## config.mk

```make
export PLATFORM = sky130hd
export DESIGN_NAME = op_dest_router_flat
export DESIGN_NICKNAME = d
export VERILOG_FILES = /design/src/rtl/op_dest_router_pkg.sv /design/src/rtl/op_dest_router_if.sv /design/src/rtl/op_dest_router_btn_debounce.sv /design/src/rtl/op_dest_router.sv /design/src/flat_wrapper.sv
export SDC_FILE = /design/constraint.sdc
export NUM_CORES = 1
export LEC_CHECK = 0
export ABC_AREA = 1
export ABC_CLOCK_PERIOD_IN_PS = 2250
export BUFFER_PORTS_ARGS = -buffer_cell sky130_fd_sc_hd__buf_4
export CAP_MARGIN = 30
export CORE_UTILIZATION = 35
export DETAILED_ROUTE_END_ITERATION = 16
export GPL_TIMING_DRIVEN = 1
export PLACE_DENSITY = 0.63
export SYNTH_ARGS = -nofsm -noshare
export SYNTH_HDL_FRONTEND = slang
export SYNTH_HIERARCHICAL = 1
export SYNTH_SLANG_ARGS = --single-unit
```

## constraint.sdc

```tcl
create_clock -name clk -period 2.25 [get_ports clk]
set_input_delay 0.3375 -clock clk [delete_from_list [all_inputs] [get_ports clk]]
set_output_delay 0.3375 -clock clk [all_outputs]
set_load 0.02 [all_outputs]
```

## src/rtl/op_dest_router_pkg.sv

```systemverilog
// Shared widths, destination names and helpers for the operand/opcode destination router.
package op_dest_router_pkg;

  localparam int unsigned DEF_NUM_DEST  = 4;
  localparam int unsigned DEF_SEL_W     = 2;
  localparam int unsigned DEF_DB_CYCLES = 250000;

  // Destination index names for the standard four-field build
  typedef enum logic [1:0] {
    DEST_ALU   = 2'd0,
    DEST_BS    = 2'd1,
    DEST_SHAMT = 2'd2,
    DEST_MUX   = 2'd3
  } dest_e;

  function automatic int unsigned idx_width(input int unsigned n);
    return (n <= 1) ? 1 : $clog2(n);
  endfunction

endpackage

```

## src/rtl/op_dest_router_if.sv

```systemverilog
// Switch/button inputs and routed destination outputs of the op_dest_router.
interface op_dest_router_if
  import op_dest_router_pkg::*;
#(
  parameter int unsigned NUM_DEST = DEF_NUM_DEST,
  parameter int unsigned SEL_W    = DEF_SEL_W
);
  localparam int unsigned IDX_W = idx_width(NUM_DEST);

  logic                      btn_next;
  logic                      btn_prev;
  logic [SEL_W-1:0]          sel_in;
  logic                      hold;
  logic [NUM_DEST*SEL_W-1:0] dest_out;
  logic [IDX_W-1:0]          dest_idx;
  logic [NUM_DEST-1:0]       dest_onehot;
  logic                      dest_changed;

  modport master (
    output btn_next, btn_prev, sel_in, hold,
    input  dest_out, dest_idx, dest_onehot, dest_changed
  );

  modport slave (
    input  btn_next, btn_prev, sel_in, hold,
    output dest_out, dest_idx, dest_onehot, dest_changed
  );

endinterface

```

## src/rtl/op_dest_router_btn_debounce.sv

```systemverilog
// Pushbutton conditioner: 2-FF synchronizer, counter debounce on both edges, rising-edge strobe.
module btn_debounce
  import op_dest_router_pkg::*;
#(
  parameter int unsigned DB_CYCLES = DEF_DB_CYCLES
) (
  input  logic clk,
  input  logic rst,
  input  logic btn_raw,
  output logic level,
  output logic rise
);
  localparam int unsigned CNT_W = (DB_CYCLES <= 2) ? 1 : $clog2(DB_CYCLES);

  logic             sync1;
  logic             sync2;
  logic [CNT_W-1:0] cnt;

  // Level only follows the synchronized input after DB_CYCLES consecutive disagreeing cycles
  always_ff @(posedge clk or posedge rst) begin
    if (rst) begin
      sync1 <= 1'b0;
      sync2 <= 1'b0;
      level <= 1'b0;
      rise  <= 1'b0;
      cnt   <= '0;
    end else begin
      sync1 <= btn_raw;
      sync2 <= sync1;
      rise  <= 1'b0;
      if (sync2 != level) begin
        if (cnt == CNT_W'(DB_CYCLES - 1)) begin
          level <= sync2;
          rise  <= sync2;
          cnt   <= '0;
        end else begin
          cnt <= cnt + CNT_W'(1);
        end
      end else begin
        cnt <= '0;
      end
    end
  end

endmodule

```

## src/rtl/op_dest_router.sv

```systemverilog
// Routes sel_in into one of NUM_DEST registered fields; next/prev buttons pick the active field.
module op_dest_router
  import op_dest_router_pkg::*;
#(
  parameter int unsigned NUM_DEST  = DEF_NUM_DEST,
  parameter int unsigned SEL_W     = DEF_SEL_W,
  parameter int unsigned DB_CYCLES = DEF_DB_CYCLES
) (
  input logic            clk,
  input logic            rst,
  op_dest_router_if.slave bus
);
  localparam int unsigned IDX_W = idx_width(NUM_DEST);
  localparam logic [IDX_W-1:0] LAST_IDX = IDX_W'(NUM_DEST - 1);

  logic             next_level;
  logic             next_rise;
  logic             prev_level;
  logic             prev_rise;
  logic             unused_levels;
  logic [IDX_W-1:0] idx_q;
  logic             changed_q;
  logic [SEL_W-1:0] field_q [NUM_DEST];

  btn_debounce #(.DB_CYCLES(DB_CYCLES)) u_db_next (
    .clk     (clk),
    .rst     (rst),
    .btn_raw (bus.btn_next),
    .level   (next_level),
    .rise    (next_rise)
  );

  btn_debounce #(.DB_CYCLES(DB_CYCLES)) u_db_prev (
    .clk     (clk),
    .rst     (rst),
    .btn_raw (bus.btn_prev),
    .level   (prev_level),
    .rise    (prev_rise)
  );

  assign unused_levels = next_level ^ prev_level;

  // Index stepping with wrap; coincident strobes cancel. Capture uses the pre-update index.
  always_ff @(posedge clk or posedge rst) begin
    if (rst) begin
      idx_q     <= '0;
      changed_q <= 1'b0;
      for (int k = 0; k < NUM_DEST; k++) field_q[k] <= '0;
    end else begin
      changed_q <= 1'b0;
      if (next_rise && !prev_rise) begin
        idx_q     <= (idx_q == LAST_IDX) ? '0 : idx_q + IDX_W'(1);
        changed_q <= 1'b1;
      end else if (prev_rise && !next_rise) begin
        idx_q     <= (idx_q == '0) ? LAST_IDX : idx_q - IDX_W'(1);
        changed_q <= 1'b1;
      end
      if (!bus.hold) field_q[idx_q] <= bus.sel_in;
    end
  end

  for (genvar k = 0; k < NUM_DEST; k++) begin : g_flat
    assign bus.dest_out[k*SEL_W +: SEL_W] = field_q[k];
  end

  assign bus.dest_idx     = idx_q;
  assign bus.dest_changed = changed_q;
  assign bus.dest_onehot  = NUM_DEST'(1) << idx_q;

endmodule

```

## src/flat_wrapper.sv

```systemverilog
// flat-port wrapper written by rule: the top's interface ports become plain ports
module op_dest_router_flat import op_dest_router_pkg::*;
#(
  parameter int unsigned NUM_DEST  = DEF_NUM_DEST,
  parameter int unsigned SEL_W     = DEF_SEL_W,
  parameter int unsigned DB_CYCLES = DEF_DB_CYCLES
)
  (clk, rst, bus_btn_next, bus_btn_prev, bus_sel_in, bus_hold, bus_dest_out, bus_dest_idx, bus_dest_onehot, bus_dest_changed);
  op_dest_router_if #(.NUM_DEST(NUM_DEST), .SEL_W(SEL_W)) bus_i ();
  input logic clk;
  input logic rst;
  input wire logic [$bits(bus_i.btn_next)-1:0] bus_btn_next;
  input wire logic [$bits(bus_i.btn_prev)-1:0] bus_btn_prev;
  input wire logic [$bits(bus_i.sel_in)-1:0] bus_sel_in;
  input wire logic [$bits(bus_i.hold)-1:0] bus_hold;
  output wire logic [$bits(bus_i.dest_out)-1:0] bus_dest_out;
  output wire logic [$bits(bus_i.dest_idx)-1:0] bus_dest_idx;
  output wire logic [$bits(bus_i.dest_onehot)-1:0] bus_dest_onehot;
  output wire logic [$bits(bus_i.dest_changed)-1:0] bus_dest_changed;
  assign bus_i.btn_next = bus_btn_next;
  assign bus_i.btn_prev = bus_btn_prev;
  assign bus_i.sel_in = bus_sel_in;
  assign bus_i.hold = bus_hold;
  assign bus_dest_out = bus_i.dest_out;
  assign bus_dest_idx = bus_i.dest_idx;
  assign bus_dest_onehot = bus_i.dest_onehot;
  assign bus_dest_changed = bus_i.dest_changed;
  op_dest_router #(.NUM_DEST(NUM_DEST), .SEL_W(SEL_W), .DB_CYCLES(DB_CYCLES)) u_core (.clk(clk), .rst(rst), .bus(bus_i));
endmodule
```

* Yosys cells after proc, flatten, opt, wreduce, memory -nomap -nowiden *
Index checks and enable logic that the tools add are counted.

word-level totals
  register bits after elaboration = 55
  bits in latches = 0
  memory bits (writable) = 0
  ROM bits = 0
  input port bits = 7
  output and inout bits = 15
  memories = 0

cells by class
  add/sub/neg operators = 4
  multiply operators = 0
  div/mod/pow operators = 0
  magnitude comparators = 2
  eq/ne operators = 5
  shift operators = 1
  muxes and demuxes = 17
  bitwise gates (word level) = 1
  reduce and logical (&&, ||, !) cells = 9

operators with widths
  operator                 count
  $mux W18                 4
  $add A18 B1 Y18 const B  2
  $eq A18 B18 Y1 const B   2
  $mux W2                  5
  $bwmux W8                1
  $mux W1                  6
  $demux W2 S2             1
  $reduce_and A2 Y1        2
  $shl A1 B2 Y4 const A    1
  $ge A3 B3 Y1 const B     1
  $logic_and A1 B1 Y1      3
  $lt A3 B1 Y1 const B     1
  $not A2 Y3               1
  $add A2 B1 Y2 const B    1
  $eq A2 B2 Y1 const B     1
  $logic_not A1 Y1         2
  $logic_not A2 Y1         1
  $ne A1 B1 Y1             2
  $reduce_bool A2 Y1       1
  $sub A2 B1 Y2 const B    1

* Depth between registers and ports, before layout *
Gate-level depths: netlist of the first run.

  depth after elaboration = 6
  depth in mapped cells = 9
  mapped depth without buffers = 9

* Hierarchy *
Netlist of the first run, hierarchy kept.

modules (own cells, without submodules)
  module          times used  cells an instance  area an instance (sq um)
  btn_debounce    2           136                1123.6
  op_dest_router  1           57                 536.8

* Least setup slack after synthesis of the first run *
OpenSTA, ideal clock, no wires.

  path kind = reg-to-reg
  start point = register u_core.u_db_next.cnt[0]
  end point = register u_core.u_db_next.cnt[10]
  setup time = 0.123 ns
  arrival time = 1.164 ns
  data required time = 2.127 ns
  slack = 0.963 ns
  stages on the path, launching flop included = 7
  period minus slack after synthesis = 1.287 ns
  cell sequence = dfrtp_1 > ha_1 > nand3_1 > nor2_1 > nand2_1 > nand2_2 > nor2_1

between the ends
  word-level cells in the longest chain between the ends = 3

RTL lines
  what                                                      RTL line                                                              RTL
  start: declaration                                        op_dest_router_btn_debounce.sv:17                                     logic [CNT_W-1:0] cnt;
  start signal: assignment                                  op_dest_router_btn_debounce.sv:37                                     cnt <= cnt + CNT_W'(1);
  $add A18 B1 Y18 / $eq A18 B18 Y1 (equally long branches)  op_dest_router_btn_debounce.sv:37, op_dest_router_btn_debounce.sv:32
  $mux W18 *                                                op_dest_router_btn_debounce.sv:32                                     if (cnt == CNT_W'(DB_CYCLES - 1)) begin
  $mux W18 *                                                op_dest_router_btn_debounce.sv:31                                     if (sync2 != level) begin

Every way passes the cells marked *; elsewhere a longest branch is shown, timed or not.
A chain may end at the register's enable or synchronous reset.

* Final worst setup path of the first run *
  start point = register u_core.idx_q[0], in the netlist u_core/bus.dest_idx[0]
  end point = output bus_dest_onehot[0]

between the ends
  word-level cells in the longest chain between the ends = 1

RTL lines
  what                      RTL line              RTL
  start: declaration        op_dest_router.sv:21  logic [IDX_W-1:0] idx_q;
  start signal: assignment  op_dest_router.sv:52  idx_q <= (idx_q == LAST_IDX) ? '0 : idx_q + IDX_W'(1);
  start signal: assignment  op_dest_router.sv:55  idx_q <= (idx_q == '0) ? LAST_IDX : idx_q - IDX_W'(1);
  $shl A1 B2 Y4             op_dest_router.sv:68  assign bus.dest_onehot = NUM_DEST'(1) << idx_q;
  end: declaration          flat_wrapper.sv:18    output wire logic [$bits(bus_i.dest_onehot)-1:0] bus_dest_onehot;

No other way between the ends.

==> summary.txt, run 1 <==
Outcome
  • Status: completed

STA
  • Slew HR: 43.19%
  • F_max: around 0.61 GHz
  • Minimum clock period: ~1.6 ns
  • Fin. max-slew vios: 0
  • Crit share post-route: approximately 73%
  • Actual slew at the worst max-slew pin: between 0.8 and 0.9 ns
  • Skew final: 0.007836 ns
  • Setup TNS: 0 ns
  • RSZ-0062 raised after global routing: false
  • Final Hold Viols: 0
  • Setup violators final: 0

Synthesis
  • Yosys warnings: 6
  • Syn_nets: 343
  • Leading area contributor after synthesis: dfrtp_1
  • Synth top area share: between 40% and 50%
  • Post-Syn Area: approximately 2800 um^2
  • Primary FF master, synth: dfrtp_1
  • Seq/Total Area, Yosys: 49.44%
  • Distinct cells, synth: 23
  • Post-synthesis register bit count: 55
  • Post-synthesis async set-or-reset flop share: 100.0%
  • Post-synth EDFFs: 0
  • Top cells by area, synth: dfrtp_1 (49%), nand2_1 (8.2%), nor2_1 (7.3%)
  • Mean Syn Cell Area: approximately 8.5 um^2
  • Cells after Synth: 329

Final layout
  • Final #Nets: ~370
  • Area Overhead vs Synth: 14.88%
  • Final Core Density: 41.39%
  • Ant diodes: 0
  • Share of layout cells above drive strength 1: 18.66%
  • Fillers: roughly 740

Global routing
  • Initial antenna violation count: 0
  • Largest net degree at the start of global routing: 23
  • Tot GR Track Use: a little over an eighth
  • Vias in the first global route: 2009
  • Global-route wire length before repair: around 8900 um
  • Gr ovfl total: 0

Clocking
  • Hold_buf cts: 0
  • CTS Buf Count: 5
  • Post_cts resized: 0
  • Worst skew pair latency: slightly above 0.3 ns
  • Root Driver: clkbuf_8
  • Post-CTS setup buffers: 0
  • Longest Clk Path Bufs: 2
  • H-tree depth: 2
  • CTS tree: yes
  • CTS clk-pin slew, worst paths: 0.10 ns
  • Clock sink total: 55

Power
  • Pleak: 1.468 nW
  • Gate power share: 4.6%
  • Power density cells: 555.3 nW/um^2
  • Flop pwr share: 57.0%
  • Clk pwr share: around two fifths
  • Net switching power: between 0.3 and 0.4 mW
  • Cell Int Power: between 1 and 1.5 mW
  • VDD IR-drop max: roughly 0.29 mV
  • Switch share: approximately 21%

Drt
  • Met3 WL post-DR: between 100 and 150 um
  • DR WL met2: ~2300 um
  • Via-to-Cell Ratio: 4.451
  • Final WL: 4970 um
  • Final ANT Viol Nets: 0
  • Top Metal Used: met4
  • Vias: 2052
  • Starting DRT DRC Count: 60
  • DRC viols: 0
  • DRT Pass-1 Iters: 4
  • Avg WL per Cell: about 11 um
  • Met1 wire length: between 2000 and 2500 um

Worst setup path
  • WP data required: approximately 1.9 ns
  • R2R cell count: 6
  • Critical path startpoint: u_core/bus.dest_idx[0]
  • Critical Path, Cell by Cell: inv_1 -> ha_1 -> buf_4
  • Reg-to-reg slack, setup: approximately 0.76 ns
  • Critical Path AT: about 1.3 ns
  • Critical path peak fanout: 5
  • CP Class: register to output pin
  • Critical R2R Capture: u_core/u_db_next/cnt[11]
  • RR Startpoint: u_core/u_db_next/cnt[0]
  • Critical path's largest stage delay: between 0.4 and 0.5 ns
  • Worst setup SP type: register
  • CP Capture Type: output pin
  • CP max stage cell: dfrtp_1
  • CP endpoint: bus_dest_onehot[0]

Floorplan
  • DIE AREA: 8315 um^2
  • Starting Density: approximately 36%
  • Ports: 22
  • Row count: 32
  • Die Ht: about 91 um
  • Die extent in x: a little over 90 um
  • Core footprint: around 7700 um^2

Flow run
  • Max Cap Viol: 0

Place
  • Port bufs: 21
  • DP HPWL: ~3700 um
  • Routability congestion estimate from global placement: around 0.79

Hold path
  • Min-delay worst type: primary input to asynchronous set/reset pin
worst min path at each step:
stage | startpoint | cells after the start | to
floorplan | rst | 1 | u_core/bus.dest_changed
global placement | u_core/u_db_prev/sync1 | 0 | u_core/u_db_prev/sync2
detailed placement | u_core/u_db_prev/sync1 | 0 | u_core/u_db_prev/sync2
CTS | rst | 2 | u_core/bus.dest_changed
global route | rst | 2 | u_core/bus.dest_idx[1]
finish | rst | 2 | u_core/bus.dest_changed
routing by layer:
layer / vias up / GRT usage, %
met1: 934 / 17.23
met3: 4 / 2.596
li1: 1084 / -
met2: 30 / 22.22
met4: 0 / 4.762
met5: - / 0
critical path, delay by kind of cell (launching register included):
kind / cells / cell delay [ns]
DFF: 1 / 0.44
buffers and inverters: 2 / 0.29
adders and majority gates: 1 / 0.25
cell usage after synthesis, types with 4 or more instances:
master and number:
nor2_2 6, xor2_1 6, nor3_1 8, inv_1 39
xnor2_1 10, nand2_4 4, nor2_1 54, ha_1 7
nor2_4 8, a21oi_1 10, nand2_2 12, dfrtp_1 55
nand3_1 24, nand2_1 61, inv_2 4, o21ai_1 8
cell families after synthesis:
logic type / Yosys count / share of synthesized area, %
AO/OA/AOI/OAI: 24 / 4.674
buffers and inverters: 44 / 6.022
XOR/XNOR: 16 / 5.034
adder cells (fa/ha/maj): 7 / 3.146
flip-flops: 55 / 49.44
AND/OR/NAND/NOR: 183 / 31.69
final cells by class:
| type | count | area, um^2 | area share [%] |
|---|---|---|---|
| inverter | 44 | 167.7 | 5.243 |
| tap | 102 | 127.6 | 3.991 |
| clock buffer | 6 | 82.58 | 2.582 |
| multi-input combinational | 230 | 1240 | 38.77 |
| clock inverter | 2 | 38.79 | 1.213 |
| timing repair buffer | 22 | 165.2 | 5.164 |
| sequential | 55 | 1376 | 43.04 |
state kept, by name, indices dropped and copies added (netlist names):
| name | count |
|---|---|
| u_core/bus.dest_out | 8 |
| u_core/u_db_prev/sync1 | 1 |
| u_core/u_db_prev/cnt | 18 |
| u_core/u_db_next/rise | 1 |
| u_core/bus.dest_idx | 2 |
| u_core/u_db_prev/rise | 1 |
| u_core/u_db_prev/level | 1 |
| u_core/u_db_next/level | 1 |
| u_core/u_db_prev/sync2 | 1 |
| u_core/u_db_next/sync1 | 1 |
| u_core/u_db_next/cnt | 18 |
| u_core/u_db_next/sync2 | 1 |
| u_core/bus.dest_changed | 1 |
per-stage QoR:
step | power (mW) | area (um^2) | setup slack [ns] | hold slack, ns | instances
6_report | 1.776 | 3198 | 0.6153 | 0.02116 | 461
5_1_grt | 1.861 | 3198 | 0.5262 | 0.04655 | 461
4_1_cts | 1.806 | 3198 | 0.5933 | 0.02713 | 461
3_5_place_dp | 1.116 | 3077 | 0.7640 | 0.3464 | 453
3_3_place_gp | 1.115 | 3077 | 0.8213 | 0.3532 | 453
2_1_floorplan | 1.084 | 2784 | 0.9632 | 0.1899 | 329
power groups by stage:
stage          clock network [mW]  logic (mW)  registers (mW)
2_1_floorplan                   0      0.0498            1.03
3_3_place_gp                    0      0.0827            1.03
3_5_place_dp                    0      0.0838            1.03
4_1_cts                     0.708      0.0844            1.01
5_1_grt                     0.750      0.0943            1.02
6_report                    0.682      0.0812            1.01
layout by cell type, fill, tap and decap left out, drive strengths merged:
master  netlist  final
a21oi        12     12
a31oi         2      2
buf           0     22
bufinv        0      1
clkbuf        0      6
dfrtp        55     55
ha            7      7
inv          44     45
nand2        77     77
nand3        24     24
nand3b        2      2
nand4         2      2
nor2         68     68
nor3          8      8
nor3b         2      2
o21ai        10     10
xnor2        10     10
xor2          6      6
(Power assumes the default switching activity.)
==> run 2: changes to the inputs <==
ABC_CLOCK_PERIOD_IN_PS = 1500   (was 2250)
PLACE_DENSITY = 0.65   (was 0.63)
clock period = 1.5 ns   (was 2.25 ns; I/O delays follow)
==> run 2 against run 1 <==
Sequential share of layout area shrank 1.9 points. Utilization up 1.9 points. Die area is the same. Global-route usage increased by 0.94 points. Worst hold slack got worse by 0.0027 ns. Clock skew shrank 0.0024 ns. Critical path depth did not move. Final area up 4.7%. Flip-flop and latch count stayed put. Wire length increased by 4.9%. Critical endpoint is now bus_dest_onehot[1].
==> summary.txt, run 2 (same netlist as run 1, synthesis figures left out) <==
Outcome
  • Status: completed (unchanged)

STA
  • Min Hold Slack: 0.01849 ns (was 0.02116 ns)
  • Skew final: 0.005459 ns (was 0.007836 ns)
  • Slew HR: 71.89% (was 43.19%)
  • F_max: a little under 0.7 GHz
  • Fin. max-slew vios: 0 (unchanged)
  • Final Hold Viols: 0 (unchanged)
  • Crit share post-route: between 90 and 100%
  • Minimum clock period: about 1.5 ns
  • RSZ-0062 raised after global routing: true (was false)
  • Setup violators final: 0 (unchanged)
  • Actual slew at the worst max-slew pin: 0.4212 ns (was 0.8512 ns)

Clocking
  • Clock sink total: 55 (unchanged)
  • CTS tree: yes (unchanged)
  • Root Driver: clkbuf_8 (unchanged)
  • H-tree depth: 2 (unchanged)
  • CTS clk-pin slew, worst paths: 0.10 ns (about the same)
  • Worst skew pair latency: 0.31 ns (about the same)
  • Longest Clk Path Bufs: 2 (unchanged)
  • CTS Buf Count: 5 (unchanged)

Worst setup path
  • R2R cell count: 9 (was 6)
  • Critical path peak fanout: 5 (unchanged)
  • Critical Path AT: 1.23 ns (was 1.30 ns)
  • CP Capture Type: output pin (unchanged)
  • WP data required: 1.27 ns (was 1.91 ns)
  • Critical R2R Capture: u_core/u_db_next/cnt[15] (was u_core/u_db_next/cnt[11])
  • Reg-to-reg slack, setup: 0.13 ns (was 0.76 ns)
  • CP Class: register to output pin (unchanged)
  • RR Startpoint: u_core/u_db_next/cnt[0] (unchanged)
  • Worst setup SP type: register (unchanged)

Final layout
  • Area Overhead vs Synth: 20.27% (was 14.88%)
  • Final Core Density: 43.33% (was 41.39%)
  • Final #Nets: 383 (was 372)
  • Final Non-Filler Cells: 472 (was 461)
  • Commonest non-fill, non-tap cell in the layout: nand2_1 (unchanged)
  • Fillers: 745 (was 741)
  • Commonest cells after routing, fill and taps aside: nand2_1 (61), dfrtp_1 (53), nor2_1 (53) (was nand2_1 (61), dfrtp_1 (55), nor2_1 (54))
  • Register area: 1379 um^2 (was 1376 um^2)
  • Share of layout cells above drive strength 1: 24.05% (was 18.66%)
  • Area of the multi-input gates: 1308 um^2 (was 1240 um^2)
  • Ant diodes: 0 (unchanged)

Place
  • Routability congestion estimate from global placement: 0.8047 (was 0.7901)
  • Cells after DPL: 458 (was 453)
  • DP HPWL: 3856 um (was 3741 um)
  • Port bufs: 21 (unchanged)

Power
  • Net switching power: 0.6165 mW (was 0.3809 mW)
  • Cell Int Power: 2.068 mW (was 1.395 mW)
  • Power density cells: 801.8 nW/um^2 (was 555.3 nW/um^2)
  • Pleak: 1.515 nW (was 1.468 nW)
  • Clk pwr share: 37.8% (was 38.4%)
  • Switch share: 22.97% (was 21.45%)
  • Flop pwr share: 56.7% (was 57.0%)
  • Gate power share: 5.4% (was 4.6%)
  • VDD IR-drop max: 0.3890 mV (was 0.2874 mV)

Global routing
  • Gr ovfl total: 0 (unchanged)
  • Initial antenna violation count: 0 (unchanged)
  • Global-route wire length before repair: 9694 um (was 8859 um)
  • Largest net degree at the start of global routing: 23 (unchanged)
  • Tot GR Track Use: 14.27% (was 13.33%)
  • Vias in the first global route: 2132 (was 2009)

Hold path
  • Min-delay worst type: primary input to register (was primary input to asynchronous set/reset pin)
  • WHS Path Cells: 1
  • Worst hold endpoint: u_core/u_db_next/sync1
  • Hold_sp: bus_btn_next

Floorplan
  • DIE AREA: 8315 um^2 (unchanged)
  • Die Ht: 91.19 um (unchanged)
  • Core footprint: 7727 um^2 (unchanged)
  • Die extent in x: 91.19 um (unchanged)
  • Row count: 32 (unchanged)
  • Starting Density: 36.03% (unchanged)
  • Ports: 22 (unchanged)

Drt
  • Via-to-Cell Ratio: 4.617 (was 4.451)
  • Avg WL per Cell: 11.05 um (was 10.78 um)
  • Final WL: 5215 um (was 4970 um)
  • Final ANT Viol Nets: 0 (unchanged)
  • Vias: 2179 (was 2052)
  • Starting DRT DRC Count: 94 (was 60)
  • DRC viols: 0 (unchanged)
  • DRT Pass-1 Iters: 4 (unchanged)

Flow run
  • Max Cap Viol: 0 (unchanged)
==> run 2: cell count changes in the layout (fill, tap and decap cells not counted), sizes merged <==
cell         previous run  this run
clkbuf                  6         5
buf                    22        32
dlygate4sd3             0         1
clkinv                  0         1
==> run 2: layout make-up <==
class	instances	area share, %
clock buffer	5	2.055
clock inverter	3	1.420
inverter	44	5.007
multi-input combinational	230	39.05
sequential	55	41.18
tap	102	3.812
timing repair buffer	33	7.474
==> run 2: power by group through the flow <==
stage / Clock, mW / Combinational, mW / Sequential [mW]
after floorplan: 0 / 0.0747 / 1.55
after global placement: 0 / 0.131 / 1.55
after detailed placement: 0 / 0.133 / 1.55
after CTS: 1.05 / 0.135 / 1.52
after global routing: 1.12 / 0.169 / 1.53
final: 1.02 / 0.146 / 1.52
==> run 2: worst max path at each step <==
| stage | from | endpoint | cells past startpoint |
|---|---|---|---|
| 2_1_floorplan | u_core/u_db_next/cnt[0] | u_core/u_db_next/cnt[10] | 6 |
| 3_3_place_gp | u_core/u_db_next/cnt[0] | u_core/u_db_next/cnt[11] | 6 |
| 3_5_place_dp | u_core/u_db_next/cnt[0] | u_core/u_db_next/cnt[9] | 6 |
| 4_1_cts | u_core/bus.dest_idx[0] | bus_dest_onehot[0] | 3 |
| 5_1_grt | u_core/bus.dest_idx[1] | bus_dest_onehot[1] | 3 |
| 6_report | u_core/bus.dest_idx[1] | bus_dest_onehot[1] | 3 |
==> run 2: worst max-delay path, stage by stage (launching register included) <==
cell     delay (ns)
dfrtp_2        0.47
inv_2          0.10
ha_2           0.21
buf_4          0.15
==> run 2: metrics by stage <==
step,setup slack (ns),instance area [um^2],TNS (ns),total power [mW]
2_1_floorplan,0.2132,2784,0,1.626
4_1_cts,-0.01069,3253,-0.01069,2.708
6_report,0.04218,3348,0,2.685
3_3_place_gp,0.07477,3114,0,1.678
3_5_place_dp,0.04970,3114,0,1.681
5_1_grt,-0.02123,3348,-0.03912,2.813
==> run 2: layer usage <==
layer  share of wire (%)  global-route usage (%)  vias up
li1                    -                       -     1101
met1                  49                   18.82     1029
met2                  47                   23.67       40
met3                 3.2                   2.513        9
met4                 1.5                   4.762        0
met5                   0                       0        -
==> run 2: what timing repair did <==
item,CTS,global route
setup buffers,1,4
pin swaps,0,1
setup endpoints to repair,2,34
hold endpoints to repair,55,0
hold buffers,1,0
cloned,0,0
resized for setup,2,15
==> run 3: changes to the inputs <==
ABC_AREA = unset   (was 1)
==> run 3 against run 2 <==
The flow now finishes with violations (setup timing). Sequential share of layout area shrank 3.3 points. Wire length grew 6.0%. Flip-flop and latch count is the same. Register-to-register slack lost 0.45 ns. First-iteration DRC count shrank 9.6%. Utilization grew 6.6 points. Clock power shrank 19%. Combinational power grew 26%. Largest power group unchanged.
==> summary.txt, run 3 <==
Worst setup path
  • WP data required: 1.70 ns (was 1.27 ns)
  • CP Class: register to register (was register to output pin)
  • Critical Path AT: 2.03 ns (was 1.23 ns)
  • Critical path peak fanout: 3 (was 5)
  • CP max stage cell: or4_4 (was dfrtp_2)
  • Critical path's largest stage delay: 0.53 ns (was 0.47 ns)
  • CP most frequent cell: or4_4
  • Worst setup SP type: register (unchanged)
  • Worst path top cell family by delay: simple AND/OR/NAND/NOR gates (was flip-flops)
  • Critical Path, Cell by Cell: or4_4 -> or4_4 -> mux2_4 (was inv_2 -> ha_2 -> buf_4)
  • Buf/Inv on CP: 0 (was 2)
  • R2R cell count: 3 (was 9)
  • Cell depth of the worst setup path: 3 (unchanged)
  • CP Capture Type: register (was output pin)

Synthesis
  • Post-Syn Area: 2654 um^2 (was 2784 um^2)
  • Most common cell in the netlist: dfrtp_1 (was nand2_1)
  • Primary FF master, synth: dfrtp_1 (unchanged)
  • Leading area contributor after synthesis: dfrtp_1 (unchanged)
  • Top post-synthesis cells by count: dfrtp_1 (55), nor2_1 (38), xnor2_1 (22) (was nand2_1 (61), dfrtp_1 (55), nor2_1 (54))
  • Distinct cells, synth: 27 (was 23)
  • Cells after Synth: 239 (was 329)
  • Yosys warnings: 6 (unchanged)
  • Top cells by area, synth: dfrtp_1 (52%), xnor2_1 (7.3%), nor2_1 (5.4%) (was dfrtp_1 (49%), nand2_1 (8.2%), nor2_1 (7.3%))
  • Mean Syn Cell Area: 11.10 um^2 (was 8.462 um^2)
  • Post-synth EDFFs: 0 (unchanged)
  • Seq/Total Area, Yosys: 51.86% (was 49.44%)
  • Syn_nets: 253 (was 343)
  • Synth top area share: 51.86% (was 49.44%)
  • Post-synthesis async set-or-reset flop share: 100.0% (unchanged)
  • Post-synthesis register bit count: 55 (unchanged)

Global routing
  • Tot GR Track Use: 14.37% (was 14.27%)
  • Global-route wire length before repair: 8769 um (was 9694 um)
  • Initial antenna violation count: 0 (unchanged)
  • Largest net degree at the start of global routing: 23 (unchanged)
  • Gr ovfl total: 0 (unchanged)
  • Vias in the first global route: 1914 (was 2132)

Power
  • Flop pwr share: 60.0% (was 56.7%)
  • Switch share: 23.74% (was 22.97%)
  • Pleak: 1.664 nW (was 1.515 nW)
  • Cell Int Power: 1.935 mW (was 2.068 mW)
  • Gate power share: 7.3% (was 5.4%)
  • Clk pwr share: 32.8% (was 37.8%)
  • VDD IR-drop max: 0.3119 mV (was 0.3890 mV)
  • Power density cells: 697.3 nW/um^2 (was 801.8 nW/um^2)
  • Net switching power: 0.6025 mW (was 0.6165 mW)

Floorplan
  • DIE AREA: 7934 um^2 (was 8315 um^2)
  • Starting Density: 36.39% (was 36.03%)
  • Die Ht: 89.08 um (was 91.19 um)
  • Ports: 22 (unchanged)
  • Row count: 31 (was 32)
  • Die extent in x: 89.08 um (was 91.19 um)
  • Core footprint: 7292 um^2 (was 7727 um^2)

STA
  • Setup violators final: 40 (was 0)
  • Min Hold Slack: 0.01646 ns (was 0.01849 ns)
  • Fin. max-slew vios: 0 (unchanged)
  • Actual slew at the worst max-slew pin: 0.4096 ns (was 0.4212 ns)
  • Skew final: 0.01108 ns (was 0.005459 ns)
  • Final Hold Viols: 0 (unchanged)
  • F_max: 0.5483 GHz (was 0.6860 GHz)
  • Minimum clock period: 1.824 ns (was 1.458 ns)
  • RSZ-0062 raised after global routing: true (unchanged)
  • Slew HR: 72.67% (was 71.89%)
  • Slack of the critical path: -0.3240 ns (was 0.04218 ns)
  • Crit share post-route: 121.6% (was 97.19%)

Drt
  • Avg WL per Cell: 12.77 um (was 11.05 um)
  • DRT Pass-1 Iters: 4 (unchanged)
  • Final ANT Viol Nets: 0 (unchanged)
  • Final WL: 5528 um (was 5215 um)
  • Vias: 2053 (was 2179)
  • Via-to-Cell Ratio: 4.741 (was 4.617)
  • DRC viols: 0 (unchanged)
  • Starting DRT DRC Count: 85 (was 94)

Clocking
  • Longest Clk Path Bufs: 2 (unchanged)
  • CTS Buf Count: 5 (unchanged)
  • CTS tree: yes (unchanged)
  • H-tree depth: 2 (unchanged)
  • Root Driver: clkbuf_8 (unchanged)
  • Worst skew pair latency: 0.31 ns (about the same)
  • CTS clk-pin slew, worst paths: 0.10 ns (about the same)
  • Clock sink total: 55 (unchanged)

Final layout
  • Fillers: 672 (was 745)
  • Final #Nets: 347 (was 383)
  • Area Overhead vs Synth: 37.15% (was 20.27%)
  • Ant diodes: 0 (unchanged)
  • Fin area: 3640 um^2 (was 3348 um^2)
  • Commonest cells after routing, fill and taps aside: buf_4 (81), dfrtp_1 (54), nor2_1 (27) (was nand2_1 (61), dfrtp_1 (53), nor2_1 (53))
  • Share of layout cells above drive strength 1: 44.61% (was 24.05%)
  • Commonest non-fill, non-tap cell in the layout: buf_4 (was nand2_1)
  • Register area: 1378 um^2 (was 1379 um^2)
  • Area of the multi-input gates: 1306 um^2 (was 1308 um^2)

Flow run
  • Max Cap Viol: 0 (unchanged)

Place
  • Port bufs: 21 (unchanged)
  • Placed Area: 3388 um^2 (was 3114 um^2)
  • DP HPWL: 3952 um (was 3856 um)
  • Routability congestion estimate from global placement: 0.7761 (was 0.8047)

Outcome
  • Failing checks: setup timing
  • Status: finished, violations left (was completed)

Hold path
  • Min-delay worst type: primary input to register (unchanged)
  • WHS Path Cells: 1 (unchanged)
-- run 3: final timing paths --
check / start / to / slack (ns)
max: u_core/u_db_prev/cnt[10] / u_core/u_db_prev/level / -0.32
min: bus_btn_prev / u_core/u_db_prev/sync1 / 0.02
max reg2reg: u_core/u_db_prev/cnt[10] / u_core/u_db_prev/level / -0.32
min reg2reg: u_core/u_db_next/sync1 / u_core/u_db_next/sync2 / 0.36
max in group asynchronous: rst / u_core/bus.dest_idx[1] / 0.71
min in group asynchronous: rst / u_core/bus.dest_out[4] / 0.48
-- run 3: what timing repair did --
action | CTS | global route
pin swaps | 1 | 2
hold endpoints to repair | 55 | 0
hold buffers | 1 | 0
gates resized for setup | 2 | 27
gates cloned | 0 | 1
endpoints found under the setup margin | 41 | 43
buffers inserted | 1 | 6
-- run 3: routing by layer --
metal	share of wire [%]	track usage [%]	vias up
met2	47	23.57	47
met4	1.2	4.906	0
met1	48	19.30	999
met5	0	0	-
li1	-	-	1001
met3	3.6	2.493	6
-- run 3: final cells by class --
cell class	instances	area share [%]
multi-input cells	168	35.89
flip-flops and latches	55	37.85
well taps	99	3.403
clock inverters	2	0.4469
inverters	14	1.444
clock buffers	6	1.994
repair buffers	89	18.98
-- run 3: logic make-up after synthesis --
group	Yosys count	synth area share, %
xor gates and xnor gates	33	10.89
adders and majority gates	7	3.300
AOI/OAI and AO/OA	10	3.772
buffers and inverters	16	2.546
DFF	55	51.86
and+or+nand+nor	108	22.25
muxes	10	5.375
-- run 3: power by group through the flow --
stage	clock, mW	combinational (mW)	sequential [mW]
5_1_grt	0.915	0.205	1.53
4_1_cts	0.844	0.166	1.52
6_report	0.831	0.184	1.52
2_1_floorplan	0	0.0793	1.56
3_5_place_dp	0	0.162	1.55
3_3_place_gp	0	0.164	1.55
-- run 3: stage by stage --
step | instances | utilization [%] | setup slack (ns) | power, mW | setup TNS, ns
final | 433 | 49.91 | -0.3240 | 2.538 | -9.160
after CTS | 426 | 48.03 | -0.2960 | 2.533 | -8.730
after detailed placement | 416 | 46.47 | -0.2880 | 1.714 | -7.927
after floorplan | 239 | - | -0.3422 | 1.637 | -7.101
after global routing | 433 | 49.91 | -0.3363 | 2.647 | -11.28
after global placement | 416 | 46.47 | -0.2487 | 1.716 | -7.166
